**config.mk**
```make
export PLATFORM = sky130hd
export DESIGN_NAME = pipe_id_operand_stage
export DESIGN_NICKNAME = d
export VERILOG_FILES = /design/src/rtl/pipe_id_operand_stage_pkg.sv /design/src/rtl/pipe_id_operand_stage_fwd_mux4.sv /design/src/rtl/pipe_id_operand_stage.sv
export SDC_FILE = /design/constraint.sdc
export NUM_CORES = 1
export LEC_CHECK = 0
export BUFFER_PORTS_ARGS = -buffer_cell sky130_fd_sc_hd__buf_4
export CORE_AREA = 2 2 193 195
export DETAILED_ROUTE_END_ITERATION = 10
export DIE_AREA = 0 0 195 197
export GPL_TIMING_DRIVEN = 0
export REMOVE_ABC_BUFFERS = 1
export SYNTH_ARGS = -nofsm -noshare
export SYNTH_HDL_FRONTEND = slang
export SYNTH_SLANG_ARGS = --single-unit
```
**constraint.sdc**
```tcl
create_clock -name clock -period 14.2 [get_ports clock]
set_clock_uncertainty 0.2 [all_clocks]
set_input_delay 2.13 -clock clock [delete_from_list [all_inputs] [get_ports clock]]
set_output_delay 2.13 -clock clock [all_outputs]
set_load 0.02 [all_outputs]
```
**src/rtl/pipe_id_operand_stage_pkg.sv**
```systemverilog
// Shared encodings for the ID operand stage: forward-select codes and the RUN/HOLD state type.
package pipe_id_operand_stage_pkg;

   localparam logic [1:0] FWD_RF   = 2'b00;
   localparam logic [1:0] FWD_EALU = 2'b01;
   localparam logic [1:0] FWD_MALU = 2'b10;
   localparam logic [1:0] FWD_MMO  = 2'b11;

   typedef enum logic {
      ST_RUN  = 1'b0,
      ST_HOLD = 1'b1
   } state_t;

endpackage

```
**src/rtl/pipe_id_operand_stage_fwd_mux4.sv**
```systemverilog
// DW-wide 4:1 operand mux driven by a forwarding select code.
module pipe_fwd_mux4
   import pipe_id_operand_stage_pkg::*;
#(
   parameter int DW = 32
) (
   input  logic [1:0]    sel,
   input  logic [DW-1:0] d_rf,
   input  logic [DW-1:0] d_ealu,
   input  logic [DW-1:0] d_malu,
   input  logic [DW-1:0] d_mmo,
   output logic [DW-1:0] y
);

   // Select the operand source for the current ID instruction
   always_comb begin
      y = d_rf;
      case (sel)
         FWD_RF:   y = d_rf;
         FWD_EALU: y = d_ealu;
         FWD_MALU: y = d_malu;
         FWD_MMO:  y = d_mmo;
         default:  y = d_rf;
      endcase
   end

endmodule

```
**src/rtl/pipe_id_operand_stage.sv**
```systemverilog
// ID-stage operand forwarding, load-use stall control, RUN/HOLD freeze FSM,
// ID/EXE pipeline register bank and saturating stall counter.
module pipe_id_operand_stage
   import pipe_id_operand_stage_pkg::*;
#(
   parameter int DW   = 32,
   parameter int RW   = 5,
   parameter int CNTW = 16
) (
   input  logic            clock,
   input  logic            reset,
   input  logic [1:0]      fwda,
   input  logic [1:0]      fwdb,
   input  logic [DW-1:0]   qa,
   input  logic [DW-1:0]   qb,
   input  logic [DW-1:0]   ealu,
   input  logic [DW-1:0]   malu,
   input  logic [DW-1:0]   mmo,
   input  logic [RW-1:0]   rs,
   input  logic [RW-1:0]   rt,
   input  logic            use_rs,
   input  logic            use_rt,
   input  logic            ewreg_i,
   input  logic            em2reg_i,
   input  logic [RW-1:0]   ern_i,
   input  logic            dwreg,
   input  logic            dm2reg,
   input  logic            dwmem,
   input  logic            daluimm,
   input  logic            dshift,
   input  logic            djal,
   input  logic [3:0]      daluc,
   input  logic [RW-1:0]   drn,
   input  logic [DW-1:0]   dimm,
   input  logic [DW-1:0]   dpc4,
   input  logic            kill,
   input  logic            mem_busy,
   output logic [DW-1:0]   da,
   output logic [DW-1:0]   db,
   output logic            wpcir,
   output logic            ewreg,
   output logic            em2reg,
   output logic            ewmem,
   output logic            ealuimm,
   output logic            eshift,
   output logic            ejal,
   output logic [3:0]      ealuc,
   output logic [RW-1:0]   ern,
   output logic [DW-1:0]   ea,
   output logic [DW-1:0]   eb,
   output logic [DW-1:0]   eimm,
   output logic [DW-1:0]   epc4,
   output logic [CNTW-1:0] stall_cnt,
   output logic            state
);

   localparam logic [CNTW-1:0] CNT_MAX = {CNTW{1'b1}};
   localparam logic [CNTW-1:0] CNT_ONE = {{(CNTW-1){1'b0}}, 1'b1};

   logic [DW-1:0]   da_s, db_s;
   logic            lu_s, wpcir_s, ex_load_s, ex_bubble_s, stall_s;
   state_t          state_r, state_next_s;
   logic            ewreg_r, em2reg_r, ewmem_r, ealuimm_r, eshift_r, ejal_r;
   logic [3:0]      ealuc_r;
   logic [RW-1:0]   ern_r;
   logic [DW-1:0]   ea_r, eb_r, eimm_r, epc4_r;
   logic [CNTW-1:0] stall_cnt_r;

   function automatic logic [CNTW-1:0] sat_inc(input logic [CNTW-1:0] v);
      if (v == CNT_MAX) begin
         return v;
      end else begin
         return v + CNT_ONE;
      end
   endfunction

   pipe_fwd_mux4 #(.DW(DW)) u_mux_a (
      .sel(fwda), .d_rf(qa), .d_ealu(ealu), .d_malu(malu), .d_mmo(mmo), .y(da_s)
   );

   pipe_fwd_mux4 #(.DW(DW)) u_mux_b (
      .sel(fwdb), .d_rf(qb), .d_ealu(ealu), .d_malu(malu), .d_mmo(mmo), .y(db_s)
   );

   // Hazard detection and next-state / register-bank control
   always_comb begin
      lu_s = ewreg_i & em2reg_i & (ern_i != {RW{1'b0}}) &
             ((use_rs & (ern_i == rs)) | (use_rt & (ern_i == rt)));
      state_next_s = state_r;
      wpcir_s      = 1'b1;
      ex_load_s    = 1'b1;
      ex_bubble_s  = 1'b0;
      case (state_r)
         ST_RUN: begin
            if (mem_busy) begin
               state_next_s = ST_HOLD;
               wpcir_s      = 1'b0;
               ex_load_s    = 1'b0;
            end else if (lu_s) begin
               // instruction stays in ID; EXE gets a bubble
               wpcir_s     = 1'b0;
               ex_bubble_s = 1'b1;
            end else if (kill) begin
               ex_bubble_s = 1'b1;
            end else begin
               ex_bubble_s = 1'b0;
            end
         end
         ST_HOLD: begin
            wpcir_s   = 1'b0;
            ex_load_s = 1'b0;
            if (mem_busy) begin
               state_next_s = ST_HOLD;
            end else begin
               state_next_s = ST_RUN;
            end
         end
         default: begin
            state_next_s = ST_RUN;
            wpcir_s      = 1'b0;
            ex_load_s    = 1'b0;
         end
      endcase
      stall_s = ~wpcir_s;
   end

   // FSM state, ID/EXE register bank and stall counter
   always_ff @(posedge clock or posedge reset) begin
      if (reset) begin
         state_r     <= ST_RUN;
         ewreg_r     <= 1'b0;
         em2reg_r    <= 1'b0;
         ewmem_r     <= 1'b0;
         ealuimm_r   <= 1'b0;
         eshift_r    <= 1'b0;
         ejal_r      <= 1'b0;
         ealuc_r     <= 4'h0;
         ern_r       <= {RW{1'b0}};
         ea_r        <= {DW{1'b0}};
         eb_r        <= {DW{1'b0}};
         eimm_r      <= {DW{1'b0}};
         epc4_r      <= {DW{1'b0}};
         stall_cnt_r <= {CNTW{1'b0}};
      end else begin
         state_r <= state_next_s;
         if (ex_load_s && ex_bubble_s) begin
            ewreg_r   <= 1'b0;
            em2reg_r  <= 1'b0;
            ewmem_r   <= 1'b0;
            ealuimm_r <= 1'b0;
            eshift_r  <= 1'b0;
            ejal_r    <= 1'b0;
            ealuc_r   <= 4'h0;
            ern_r     <= {RW{1'b0}};
            ea_r      <= {DW{1'b0}};
            eb_r      <= {DW{1'b0}};
            eimm_r    <= {DW{1'b0}};
            epc4_r    <= {DW{1'b0}};
         end else if (ex_load_s) begin
            ewreg_r   <= dwreg;
            em2reg_r  <= dm2reg;
            ewmem_r   <= dwmem;
            ealuimm_r <= daluimm;
            eshift_r  <= dshift;
            ejal_r    <= djal;
            ealuc_r   <= daluc;
            ern_r     <= drn;
            ea_r      <= da_s;
            eb_r      <= db_s;
            eimm_r    <= dimm;
            epc4_r    <= dpc4;
         end
         if (stall_s) begin
            stall_cnt_r <= sat_inc(stall_cnt_r);
         end
      end
   end

   assign da        = da_s;
   assign db        = db_s;
   assign wpcir     = wpcir_s;
   assign ewreg     = ewreg_r;
   assign em2reg    = em2reg_r;
   assign ewmem     = ewmem_r;
   assign ealuimm   = ealuimm_r;
   assign eshift    = eshift_r;
   assign ejal      = ejal_r;
   assign ealuc     = ealuc_r;
   assign ern       = ern_r;
   assign ea        = ea_r;
   assign eb        = eb_r;
   assign eimm      = eimm_r;
   assign epc4      = epc4_r;
   assign stall_cnt = stall_cnt_r;
   assign state     = state_r;

endmodule
```
After elaboration in Yosys (flattened, before gate mapping)

Index checks and enable logic that the tools add are counted.

Input port bits: 266
Logic and storage cells: 75
Output and inout bits: 225
Register bits: 160

Eq/ne operators: 9
$add $sub $neg: 1
Reductions and logical operators: 6
Bitwise gates (word level): 9
Multiplexer cells: 36

Operators with widths:

| cell                    | number |
|---|---|
| $mux W32                | 8 |
| $pmux W32 S4            | 2 |
| $mux W1                 | 20 |
| $add A16 B1 Y16 const B | 1 |
| $eq A16 B16 Y1 const B  | 1 |
| $eq A5 B5 Y1            | 2 |
| $mux W5                 | 2 |
| $eq A2 B2 Y1 const B    | 4 |
| $mux W4                 | 2 |
| $and A1 B1 Y1           | 5 |
| $reduce_bool A5 Y1      | 1 |
| $eq A2 B1 Y1 const B    | 2 |
| $logic_not A2 Y1        | 2 |
| $pmux W1 S2             | 2 |
| $not A1 Y1              | 3 |
| $reduce_and A2 Y1       | 1 |
| $reduce_bool A2 Y1      | 1 |
| $logic_and A1 B1 Y1     | 1 |
| $or A1 B1 Y1            | 1 |

Longest topological paths before layout

Depth after elaboration: 9
Mapped depth: 9
Gate-level depth less buffers: 7

By module

Synthesis repeated with hierarchy kept, for this count alone.

Cell total of the unflattened synthesis: 489
Area total of the unflattened synthesis: 7593.5 um2

Modules (own cells, without submodules):

| module                | times used | cells an instance | area an instance (um2) | seq. area each (um2) |
|---|---|---|---|---|
| pipe_id_operand_stage | 1          | 411               | 5964.5                 | 4003.8 |
| pipe_fwd_mux4         | 2          | 39                | 814.5                  | 0.0 |

Least setup slack after synthesis

OpenSTA, ideal clock, no wires.

Path kind: input to output
Start point: input port fwda[0]
End point: output port da[10]
Path slack: 8608 ps
Stages on the path: 3
Arrival: 3262 ps
Required time: 11870 ps
Path buffers: 2
Cell sequence: clkbuf_1 > buf_2 > mux4_2

Cells in the longest elaborated chain, start to end: 2
Elaborated cells on any way between the ends: 5
Classes of those cells: eq/ne (3); mux (1); reduce/logical (1)

RTL lines:

| item                                 | RTL line                             | text |
|---|---|---|
| start, declared                      | pipe_id_operand_stage.sv:12          | `input logic [1:0] fwda,` |
| $eq A2 B2 Y1 (tied with other cells) | pipe_id_operand_stage_fwd_mux4.sv:18 | `case (sel)` |
| $pmux W32 S4 *                       | pipe_id_operand_stage_fwd_mux4.sv:18 |  |
| end, declared                        | pipe_id_operand_stage.sv:38          | `output logic [DW-1:0] da,` |

Every way passes the cells marked *; elsewhere a longest branch is shown, timed or not.

Final worst setup path

Start point: input port ern_i[3]
End point: output port wpcir

Cells in the longest elaborated chain, start to end: 7
Elaborated cells on any way between the ends: 11
Classes of those cells: eq/ne (2); mux (3); bitwise (5); reduce/logical (1)

RTL lines:

| item            | RTL line                    | text |
|---|---|---|
| start, declared | pipe_id_operand_stage.sv:25 | `input logic [RW-1:0] ern_i,` |
| $eq A5 B5 Y1    | pipe_id_operand_stage.sv:88 | `((use_rs & (ern_i == rs)) \| (use_rt & (ern_i == rt)));` |
| $and A1 B1 Y1   | pipe_id_operand_stage.sv:88 |  |
| $or A1 B1 Y1    | pipe_id_operand_stage.sv:88 |  |
| $and A1 B1 Y1 * | pipe_id_operand_stage.sv:87 | `lu_s = ewreg_i & em2reg_i & (ern_i != {RW{1'b0}}) &` |
| $mux W1 *       | pipe_id_operand_stage.sv:99 | `end else if (lu_s) begin` |
| $mux W1 *       | pipe_id_operand_stage.sv:95 | `if (mem_busy) begin` |
| $pmux W1 S2 *   | pipe_id_operand_stage.sv:93 | `case (state_r)` |
| end, declared   | pipe_id_operand_stage.sv:40 | `output logic wpcir,` |

Marked as above.

==> PnR_summary.wiki <==
{| class="wikitable"
! Metric !! Value
|-
| Total iterations of the first detailed-routing run || 4
|-
| Number of global-route vias before repair || 6,913
|-
| Share of layout cells above drive strength 1 || 61.8%
|-
| Vert. Die Dim || 197 um
|-
| Post-CTS Repair Setup Buffers || 0
|-
| Crit end category || output port
|-
| I/O Buffers || 490
|-
| Flip-flop and latch count after synthesis || 160
|-
| Total congestion overflow after global routing || 0
|-
| Power density relative to cell area || 120 mW/mm2
|-
| Area Overhead vs Synth || 63.0%
|-
| Critical setup path kind || primary input to output port
|-
| Setup repair after global routing missed its margin || false
|-
| Part of the cycle the worst path needs || roughly 43%
|-
| CTS root buffer || sky130_fd_sc_hd__clkbuf_16
|-
| CTS max path bufs || 2
|-
| Util after Layout || 33.6%
|-
| Setup slack after layout || 8.15 ns
|-
| Max-slew headroom || between 30% and 40%
|-
| Number of DRC violations after detailed-routing iteration 0 || approximately 270
|-
| CP required || 11.87 ns
|-
| Outcome || complete, no violations
|-
| Pin count of the biggest net entering global routing || 98
|-
| Final-report hold violation count || 0
|-
| Final Slew Violations || 0
|-
| Number of buffers added to fix hold violations after cts || 0
|-
| Average wire length per cell after detail routing || 21.2 um
|-
| Die area || 0.0384 mm2
|-
| Maximum fanout count along the critical path || 6
|-
| Initial cell density of the core || 20.6%
|-
| Time the worst path needs with I/O delays and setup || 6.05 ns
|-
| # clock sinks || 160
|-
| Clock latency on the worst-skew pair || 0.43 ns
|-
| Sequential Area || 0.00400 mm2
|-
| Final setup fails || 0
|-
| Post-DP HPWL || between 20,000 and 25,000 um
|-
| Yosys warnings || 0
|-
| Wire length of the first global-routing pass || 44,500 um
|-
| Detailed-route DRC error count || 0
|-
| Total negative setup slack || 0 ns
|-
| Syn avg cell area || around 15 um2
|-
| Clock slew at reported path FFs || 0.06 ns
|-
| Antenna violations before repair || 3
|-
| Register area share after synthesis || roughly 54%
|-
| Number of distinct library cell variants in the gate-level netlist after synthesis || 32
|-
| Post-Syn Instances || between 400 and 500
|-
| Pre-CTS setup slack || between 8 and 9 ns
|-
| Filler instances || 3,590
|-
| Vias || 6,659
|-
| Placeable core region || ~0.036 mm2
|-
| Leakage power || 5.91 nW
|-
| Worst Hold Class || flop to flop
|-
| VDD IR max || around 0.08 mV
|-
| Remaining antenna violation count || 0
|-
| Clock tree from TritonCTS || done
|-
| Routed Wire Length || 30,400 um
|-
| Boundary Pins || 491
|-
| Multi-input logic area || 0.00320 mm2
|-
| Startpoint types || primary input
|-
| Number of violations of the max-capacitance limit || 0
|-
| Data arrival time of the worst path || 3.72 ns
|-
| Slew at the pin closest to its max-slew limit || 0.952 ns
|-
| Routability congestion estimate from global placement || a little under 0.8
|-
| Total clock buffers created by CTS || 17
|-
| Max Freq || 0.165 GHz
|-
| CTS-repair resized insts || 0
|-
| Num rows || 70
|-
| Total standard cell area after synthesis || 0.00747 mm2
|-
| H-tree levels || 4
|-
| Via-per-instance ratio || 4.64
|-
| GRT Overall Usage || 15.5%
|-
| Chip width || 195 um
|-
| Net total in the final layout || 1,219
|}
## per-stage QoR
| stage | power, mW | cells | area [um2] | hold slack [ns] |
|---|---|---|---|---|
| after CTS | 1.48 | 1433 | 12200 | 0.305 |
| after global routing | 1.53 | 1435 | 12200 | 0.318 |
| after detailed placement | 1.01 | 1401 | 11600 | 0.292 |
| after floorplan | 0.773 | 438 | 7200 | 0.400 |
| after global placement | 1.01 | 1396 | 11500 | 0.285 |
| final | 1.46 | 1436 | 12200 | 0.299 |
## cell usage after synthesis
cell | n | area [um2]
sky130_fd_sc_hd__a21oi_1 | 4 | 20.0
sky130_fd_sc_hd__a22o_1 | 143 | 1250
sky130_fd_sc_hd__a31oi_1 | 2 | 12.5
sky130_fd_sc_hd__a32oi_1 | 1 | 8.76
sky130_fd_sc_hd__and2_0 | 1 | 6.26
sky130_fd_sc_hd__and2_1 | 1 | 6.26
sky130_fd_sc_hd__and3_1 | 3 | 18.8
sky130_fd_sc_hd__buf_2 | 14 | 70.1
sky130_fd_sc_hd__buf_6 | 9 | 101
sky130_fd_sc_hd__clkbuf_1 | 26 | 97.6
sky130_fd_sc_hd__dfrtp_1 | 160 | 4000
sky130_fd_sc_hd__ha_1 | 1 | 12.5
sky130_fd_sc_hd__inv_1 | 1 | 3.75
sky130_fd_sc_hd__mux2_2 | 1 | 11.3
sky130_fd_sc_hd__mux4_2 | 64 | 1440
sky130_fd_sc_hd__nand2_1 | 2 | 7.51
sky130_fd_sc_hd__nand3_1 | 4 | 20.0
sky130_fd_sc_hd__nand4_1 | 8 | 50.1
sky130_fd_sc_hd__nor2_1 | 4 | 15.0
sky130_fd_sc_hd__nor2b_4 | 1 | 13.8
sky130_fd_sc_hd__nor3_1 | 2 | 10.0
sky130_fd_sc_hd__nor3b_1 | 1 | 7.51
sky130_fd_sc_hd__nor4_1 | 3 | 18.8
sky130_fd_sc_hd__o211ai_2 | 1 | 12.5
sky130_fd_sc_hd__o21a_2 | 1 | 8.76
sky130_fd_sc_hd__o21ai_0 | 2 | 10.0
sky130_fd_sc_hd__o31ai_1 | 1 | 7.51
sky130_fd_sc_hd__or2_2 | 2 | 12.5
sky130_fd_sc_hd__or3_1 | 1 | 6.26
sky130_fd_sc_hd__or4_1 | 1 | 7.51
sky130_fd_sc_hd__xnor2_1 | 10 | 87.6
sky130_fd_sc_hd__xor2_1 | 12 | 105
## state kept, by name (all words and copies together) (netlist names)
| register | cells |
|---|---|
| eshift | 1 |
| eb | 32 |
| ewreg | 1 |
| ewmem | 1 |
| ejal | 1 |
| state | 1 |
| epc4 | 32 |
| ealuc | 4 |
| ea | 32 |
| ealuimm | 1 |
| em2reg | 1 |
| eimm | 32 |
| ern | 5 |
| stall_cnt | 16 |
## cells in the final DEF (no fill, tap or decap), drive strengths merged
cell type and instances:
a21oi 4, a22o 143, a31oi 2, a32oi 1, and2 2, and3 3, buf 495, bufinv 1
clkbuf 24, clkinv 4, clkinvlp 2, dfrtp 160, diode 3, ha 1, inv 2, mux2 1
mux4 64, nand2 2, nand3 4, nand4 8, nor2 4, nor2b 1, nor3 2, nor3b 1
nor4 3, o211ai 1, o21a 1, o21ai 2, o31ai 1, or2 2, or3 1, or4 1
xnor2 10, xor2 12
## layer usage
layer	up-vias	GRT usage (%)	routed length, um
met2	315	26.7	15800
met3	18	5.75	2530
met4	2	4.55	358
li1	2918	-	-
met5	-	0	13
met1	3406	18.1	11700
## worst paths after layout
kind	to	depth (start not counted)	from	slack [ns]
setup / recovery	wpcir	6	ern_i[3]	8.15
hold / removal	stall_cnt[15]	1	stall_cnt[15]	0.30
setup reg to reg	eb[15]	6	state	11.60
hold reg to reg	stall_cnt[15]	1	stall_cnt[15]	0.30
max in group asynchronous	ea[27]	3	reset	11.38
min in group asynchronous	epc4[24]	2	reset	1.52
## power breakdown
group | internal [mW] | total, mW | switching (mW)
clock | 0.260 | 0.455 | 0.194
sequential | 0.514 | 0.558 | 0.0442
combinational | 0.220 | 0.445 | 0.225
total | 0.995 | 1.46 | 0.463
## worst max-delay path: stages
cell	delay, ns
sky130_fd_sc_hd__buf_4	0.13
sky130_fd_sc_hd__xor2_1	0.15
sky130_fd_sc_hd__nor4_1	0.51
sky130_fd_sc_hd__a32oi_1	0.29
sky130_fd_sc_hd__o21a_2	0.33
sky130_fd_sc_hd__buf_4	0.18
## cell families after synthesis
family          synth area share, %
mux                            19.5
buf+inv                        3.65
simple gates                   2.68
flops                          53.6
fa+ha+maj                     0.168
compound gates                 17.8
xor+xnor                       2.58
## layout make-up
cell class	instances	area share, %
repair buffers	495	31.2
multi-input cells	277	26.3
clock buffers	24	4.04
flip-flops and latches	160	32.9
diodes	3	0.0617
well taps	468	4.81
clock inverters	8	0.637
inverters	1	0.0925
(Power assumes the default switching activity.)
